[src/rtl/rf_wport_arbiter.sv]
// RegFile write-port arbiter: in-order WB vs a FIFO of MUL/DIV results; RF_ARB_STARVE_GUARD_EN adds a starvation guard.
// Latency: one cycle from grant to the registered rf_we/rf_waddr/rf_wdata.
// Backpressure: ll_ready drops when the FIFO is full; guard build can stall WB for one cycle.
module rf_wport_arbiter #(
    parameter int DEPTH    = 4,
    parameter int MAX_WAIT = 8
) (
    input  logic                   clk,
    input  logic                   resetn,
    input  logic                   wb_we,
    input  logic [4:0]             wb_addr,
    input  logic [31:0]            wb_data,
    input  logic                   ll_valid,
    output logic                   ll_ready,
    input  logic [4:0]             ll_addr,
    input  logic [31:0]            ll_data,
    output logic                   rf_we,
    output logic [4:0]             rf_waddr,
    output logic [31:0]            rf_wdata,
    input  logic [4:0]             rd_addr1,
    input  logic [4:0]             rd_addr2,
    output logic                   pend1,
    output logic                   pend2,
    output logic                   wb_stall,
    output logic [$clog2(DEPTH):0] fifo_count
);
    localparam int PW = $clog2(DEPTH);
    localparam logic [PW:0] DEPTH_C = DEPTH[PW:0];

    typedef struct packed {
        logic        vld;
        logic [4:0]  addr;
        logic [31:0] dat;
    } ent_t;

    if (DEPTH < 2 || (DEPTH & (DEPTH - 1)) != 0 || MAX_WAIT < 1) begin : g_bad_param
        $error("rf_wport_arbiter: DEPTH must be a power of 2 >= 2 and MAX_WAIT >= 1");
    end

    ent_t          ent [DEPTH];
    ent_t          head;
    logic [PW-1:0] wr_ptr;
    logic [PW-1:0] rd_ptr;
    logic          empty;
    logic          wb_grant;
    logic          pop;
    logic          push;

    assign empty    = (fifo_count == '0);
    assign ll_ready = (fifo_count < DEPTH_C);
    assign head     = ent[rd_ptr];

    // r0 writes from either side are dropped; they never occupy the port or a slot
    assign wb_grant = wb_we && (wb_addr != 5'd0) && !wb_stall;
    assign pop      = !wb_grant && !empty;
    assign push     = ll_valid && ll_ready && (ll_addr != 5'd0);

    always_ff @(posedge clk or negedge resetn) begin
        if (!resetn) begin
            for (int i = 0; i < DEPTH; i++) begin
                ent[i] <= '0;
            end
            wr_ptr     <= '0;
            rd_ptr     <= '0;
            fifo_count <= '0;
        end else begin
            // Buffered results are older than WB, so a WB write kills matching stale entries.
            // The push below comes later and wins, so a same-cycle push is never squashed.
            if (wb_grant) begin
                for (int i = 0; i < DEPTH; i++) begin
                    if (ent[i].vld && (ent[i].addr == wb_addr)) begin
                        ent[i].vld <= 1'b0;
                    end
                end
            end
            if (pop) begin
                ent[rd_ptr].vld <= 1'b0;
                rd_ptr          <= rd_ptr + 1'b1;
            end
            if (push) begin
                ent[wr_ptr] <= '{vld: 1'b1, addr: ll_addr, dat: ll_data};
                wr_ptr      <= wr_ptr + 1'b1;
            end
            case ({push, pop})
                2'b10:   fifo_count <= fifo_count + 1'b1;
                2'b01:   fifo_count <= fifo_count - 1'b1;
                default: fifo_count <= fifo_count;
            endcase
        end
    end

    always_ff @(posedge clk or negedge resetn) begin
        if (!resetn) begin
            rf_we    <= 1'b0;
            rf_waddr <= 5'd0;
            rf_wdata <= 32'd0;
        end else if (wb_grant) begin
            rf_we    <= 1'b1;
            rf_waddr <= wb_addr;
            rf_wdata <= wb_data;
        end else if (pop) begin
            rf_we <= head.vld;
            if (head.vld) begin
                rf_waddr <= head.addr;
                rf_wdata <= head.dat;
            end
        end else begin
            rf_we <= 1'b0;
        end
    end

    always_comb begin
        pend1 = 1'b0;
        pend2 = 1'b0;
        for (int i = 0; i < DEPTH; i++) begin
            if (ent[i].vld && (ent[i].addr == rd_addr1)) pend1 = 1'b1;
            if (ent[i].vld && (ent[i].addr == rd_addr2)) pend2 = 1'b1;
        end
        if (rd_addr1 == 5'd0) pend1 = 1'b0;
        if (rd_addr2 == 5'd0) pend2 = 1'b0;
    end

`ifdef RF_ARB_STARVE_GUARD_EN
    localparam int CW = $clog2(MAX_WAIT + 1);
    localparam logic [CW-1:0] WAIT_LAST = CW'(MAX_WAIT - 1);

    logic [CW-1:0] wait_cnt;

    // Stall fires on the edge the counter would reach MAX_WAIT; the stalled cycle forces a pop
    always_ff @(posedge clk or negedge resetn) begin
        if (!resetn) begin
            wait_cnt <= '0;
            wb_stall <= 1'b0;
        end else begin
            wb_stall <= 1'b0;
            if (empty || pop) begin
                wait_cnt <= '0;
            end else if (wait_cnt == WAIT_LAST) begin
                wait_cnt <= '0;
                wb_stall <= 1'b1;
            end else begin
                wait_cnt <= wait_cnt + 1'b1;
            end
        end
    end
`else
    assign wb_stall = 1'b0;
`endif

endmodule

[config.mk]
export PLATFORM = sky130hd
export DESIGN_NAME = rf_wport_arbiter
export DESIGN_NICKNAME = d
export VERILOG_FILES = /design/src/rtl/rf_wport_arbiter.sv
export SDC_FILE = /design/constraint.sdc
export NUM_CORES = 1
export LEC_CHECK = 0
export BUFFER_PORTS_ARGS = -buffer_cell sky130_fd_sc_hd__buf_4
export CORE_MARGIN = 10
export CORE_UTILIZATION = 52
export DETAILED_ROUTE_END_ITERATION = 12
export MAX_ROUTING_LAYER = met4
export PLACE_DENSITY_LB_ADDON = 0.2
export SYNTH_ARGS = -nofsm -noshare
export SYNTH_HDL_FRONTEND = slang
export SYNTH_SLANG_ARGS = --single-unit
[constraint.sdc]
create_clock -name clk -period 1.9 [get_ports clk]
set_clock_uncertainty 0.05 [all_clocks]
set_input_delay 0.38 -clock clk [delete_from_list [all_inputs] [get_ports clk]]
set_output_delay 0.38 -clock clk [all_outputs]
set_load 0.05 [all_outputs]
Word level (Yosys, flattened, before mapping). Cells that the tools add are included.

$add $sub $neg: 4. $mul: 0. Div/mod/pow operators: 0. $lt $le $gt $ge: 5. Eq/ne operators: 14. Shifts and indexed selects: 0. Muxes and demuxes: 38. Bitwise logic cells: 2. Reductions and logical operators: 29.

Operators by type and width (number): bitwise mux 152 bit (2); 2-to-1 mux 152 bit (2); demux 38 bit (select 2 bit) (2); 2-to-1 mux 38 bit (4); 2-to-1 mux 32 bit (3); binary-select mux 38 bit (select 2 bit) (1); equality test 5 bit (12); 2-to-1 mux 1 bit (20); logical AND 1 bit (18); 2-to-1 mux 5 bit (3); logical NOT 5 bit (2); nonzero test 5 bit (2); greater-or-equal comparator 3 bit (second input constant) (2); < comparator 3 x 1 -> 1 bit (second input constant) (2); inverter 2 -> 3 bit (2); one-hot mux 3 bit (2 select lines) (1); nonzero test 2 bit (3); adder 2 x 1 -> 2 bit (second input constant) (2); adder 3 x 1 -> 3 bit (second input constant) (1); logical NOT 3 bit (1); < comparator 3 bit (second input constant) (1); subtractor 3 x 1 -> 3 bit (second input constant) (1); equality test 2 x 1 -> 1 bit (second input constant) (1); equality test 2 bit (second input constant) (1); 2 further kinds (3).

Register bits: 197. Bits in latches: 0. Memory bits (writable): 0. ROM bits: 0. Input port bits: 88. Word-level logic and storage cells: 110. Memories kept: 0.

Logic depth before layout (Yosys ltp).
Depth after elaboration: 9. Mapped depth: 10. Gate-level depth less buffers: 9.

Worst setup path before layout. No wires, ideal clock.

Kind: input to register. Start: input wb_addr[2]. End: register fifo_count[2]. Data arrival time: 2.362 ns. Data required time: 1.710 ns. Path slack: -0.652 ns. Stages: 10. Path buffers: 1. Cell sequence: buf_4 or4_4 o21ai_4 o31a_2 ha_1 inv_1 fa_1 xor2_1 nor2_1 xnor2_1.

Cells in the longest elaborated chain, start to end: 6. Elaborated cells on any way between the ends: 8. Those cells by class: eq/ne: 2; mux: 1; reduce/logical: 5.

Ends and longest elaborated chain: start: declaration (RTL line 11) `input logic [4:0] wb_addr,`; nonzero test 5 bit * (RTL line 54) `assign wb_grant = wb_we && (wb_addr != 5'd0) && !wb_stall;`; logical AND 1 bit * (RTL line 54); logical NOT 1 bit * (RTL line 55) `assign pop = !wb_grant && !empty;`; logical AND 1 bit * (RTL line 55); equality test 2 x 1 -> 1 bit or equality test 2 bit (tied branches) (RTL line 84) `case ({push, pop})`; one-hot mux 3 bit (2 select lines) or nonzero test 2 bit (tied branches); end signal: assignment (RTL line 85) `2'b10: fifo_count <= fifo_count + 1'b1;`; end signal: assignment (RTL line 86) `2'b01: fifo_count <= fifo_count - 1'b1;`; end signal: assignment (RTL line 87) `default: fifo_count <= fifo_count;`; end: declaration (RTL line 25) `output logic [$clog2(DEPTH):0] fifo_count`.

Every way passes the cells marked *; elsewhere a longest branch is shown, timed or not. A chain may end at the register's enable or synchronous reset.

Final worst setup path.
Start: register ent[34] (netlist bit). End: output pend2.

Cells in the longest elaborated chain, start to end: 4.

Ends and longest elaborated chain: start: declaration (RTL line 40) `ent_t ent [DEPTH];`; start signal: indexed assignment (RTL line 81) `ent[wr_ptr] <= '{vld: 1'b1, addr: ll_addr, dat: ll_data};`; equality test 5 bit (RTL line 117) `if (ent[i].vld && (ent[i].addr == rd_addr2)) pend2 = 1'b1;`; logical AND 1 bit (RTL line 117); 2-to-1 mux 1 bit (RTL line 117); 2-to-1 mux 1 bit (RTL line 120) `if (rd_addr2 == 5'd0) pend2 = 1'b0;`; end: declaration (RTL line 23) `output logic pend2,`.

Every way passes these cells.

==> key figures <==
Outcome
  – Status: finished with violations
  – Failing checks: negative setup slack

Setup path
  – Largest delay share family, worst path: simple AND/OR/NAND/NOR gates
  – Crit-path max cell delay: 0.45 ns
  – WP buf/inv: 1
  – Critical Path Source Type: flop
  – CP max FO: 4
  – Critical path required time: 1.47 ns
  – Crit path arrival time: 1.91 ns
  – Crit. End Element: output port
  – Critical Path, Cell by Cell: xor2_1 > nor4_1 > nand3_1 > nand4_1 > o21a_2 > buf_8
  – Worst path slowest cell: dfrtp_2
  – Critical path class: flop to output port

Final layout
  – Share of cells above drive strength 1: 52.6%
  – Fin cells: 1107
  – Fillers: 1232
  – Antenna Cells: 0
  – Area growth syn-to-layout: 30.8%
  – Cell area after layout: 12600 um^2
  – # nets final: 963

STA
  – RSZ-0062 raised after global routing: yes
  – Fin crit period: 2.34 ns
  – Final Setup Violations: 3
  – Slew Viols, Final: 0
  – Min Hold Slack: 0.146 ns
  – PnR worst setup slack: -0.438 ns
  – Period utilisation layout: 123%
  – FMAX: 428 MHz
  – Setup tns final: -0.915 ns
  – Final Hold Fails: 0

Drt
  – Final ANT Viol Nets: 0
  – Final WL: 24300 um
  – Initial DRC count: 304
  – Via count: 6261
  – DR WL/cell: 22.0 um
  – DR pass1 iterations: 4
  – DRC viols: 0
  – Via-per-instance ratio: 5.66

Synthesis
  – Syn Area/Cell: 14.0 um^2
  – Seq cells post-synth: 197
  – Post-synthesis sequential area ratio: 51.0%
  – Mapped cell area: 9660 um^2
  – Cell variety after synth: 36
  – Cells after Synth: 688
  – YS warnings: 0
  – Net Count, Synth: 786

Power and ir drop
  – Pleak: 6.23 nW
  – Worst vdd ir: 0.00117 V
  – Pwr/cell area: 1840 nW/um^2

Floorplan
  – Initial core utilization: 53.4%
  – Chip Height: 156 um
  – Die X: 156 um
  – Rows: 49
  – Number of top-level pins: 133
  – Die ar.: 24400 um^2
  – Core Area: 18100 um^2

Global routing
  – First-pass GRT wire length: 39400 um
  – Vias in the first global route: 7036
  – Pin count of the biggest net entering global routing: 66
  – Congestion Overflow GR: 0
  – Tot GR Track Use: 21.2%
  – Initial antenna violation count: 0

Place
  – DP Area: 11900 um^2
  – Port Buffers: 131
  – Dpl hpwl: 17600 um
  – Pre-CTS setup slack: -0.585 ns
  – Gpl congestion: 0.950
  – # placed instances: 1066

Job
  – Max Cap Viol: 0

Clock network
  – Clock Sinks: 197
  – Clock buffer depth: 2
  – Worst-Skew Late Latency: 0.44 ns
  – CTS clk-pin slew, worst paths: 0.08 ns
  – TritonCTS buffer count: 17
  – CTS tree: done
  – Htree depth: 4
  – Root buffer cell: clkbuf_16

Worst hold path
  – Hold WC Path Type: input pin to flop
## final timing paths
kind | startpoint | endpoint | slack [ns] | depth (start not counted)
worst max-delay path | ent[34] | pend2 | -0.44 | 6
min in group asynchronous | resetn | rf_we | 0.37 | 2
max in group asynchronous | resetn | ent[148] | 0.77 | 3
worst min register to register | ent[62] | ent[62] | 0.46 | 1
worst min-delay path | ll_data[6] | ent[6] | 0.15 | 2
worst max register to register | ent[37] | rf_wdata[21] | 0.06 | 6
## per-layer routing
| metal | up-vias | part of all wire [%] | track usage [%] |
|---|---|---|---|
| met3 | 41 | 4.7 | 4.99 |
| met4 | 0 | 2.2 | 6.70 |
| met2 | 157 | 50 | 34.5 |
| met5 | - | 0 | - |
| met1 | 3252 | 43 | 25.8 |
| li1 | 2811 | - | - |
## cell usage after synthesis (all sizes together)
cell type  instances  share of area, %
a21oi             36               1.9
and2               4              0.26
buf               38               3.6
clkbuf            15              0.58
conb               1             0.039
dfrtp            197                51
fa                 1              0.21
ha                 9               1.2
inv                9              0.35
mux2             148                17
mux2i             37               3.8
mux4              38               8.9
nand2              9              0.48
nand3             13              0.67
nand4              2              0.13
nor2              37               1.4
nor4               8              0.52
o211ai             1             0.078
o21a               2              0.16
o21ai              7              0.48
o311a              1              0.10
o31a               1              0.10
o31ai              1              0.13
o41ai              4              0.36
or3                1             0.065
or4                3              0.27
xnor2             24               2.2
xor2              41               3.7
## report_power, final
group          switching, mW  leakage, nW  internal [mW]  total (mW)
clock network           1.71        0.296           2.02        3.73
registers               1.45         2.33           6.38        7.83
logic                   5.39         3.60           6.24        11.6
## sequential cells by signal, summed over array words and instances, names as in the netlist
signal	flops
fifo_count	3
rd_ptr	2
rf_wdata	32
wr_ptr	2
rf_we	1
rf_waddr	5
ent	152
## per-stage QoR
step	utilization, %	total power [mW]
3_5_place_dp	65.5	19.4
6_report	69.8	23.2
5_1_grt	69.8	24.5
4_1_cts	69.3	23.3
2_1_floorplan	-	16.0
3_3_place_gp	65.5	18.9
## placed cells by master, fill, tap and decap left out, drive strengths merged, types with 7 or more instances in the layout
master and count:
mux2 148, buf 208, nand3 13, clkbuf 21, a21oi 36, dfrtp 197
nor2 37, mux2i 37, o21ai 7, ha 9, inv 14, xor2 41
nand2 9, mux4 38, nor4 8, xnor2 24
## what timing repair did
action,CTS,global route
endpoints found under the setup margin,17,12
endpoints found under the hold margin,34,0
gates resized for setup,14,14
hold buffers,1,0
gates cloned,0,1
pin swaps,10,11
setup buffers,3,4
## final cells by class
cell class                 count  area (um^2)  share of cell area [%]
clock buffer                  19          443                    3.51
clock inverter                13          164                    1.30
sequential                   197         4950                    39.2
timing repair buffer         211         1840                    14.6
tap                          229          287                    2.27
inverter                       9         37.5                   0.297
multi-input combinational    429         4910                    38.8
## logic make-up (layout without fill, tap and decap cells)
family / after synthesis / count (layout) / share of synthesized area (%)
AND/OR/NAND/NOR: 77 / 77 / 3.84
XOR/XNOR: 65 / 65 / 5.90
other: 1 / 1 / 0.0388
multiplexers: 223 / 223 / 30.0
buffers and inverters: 62 / 252 / 4.57
flip-flops: 197 / 197 / 51.0
adder cells (fa/ha/maj): 10 / 10 / 1.37
AO/OA/AOI/OAI: 53 / 53 / 3.28
Power figures use the tool's default switching activity.
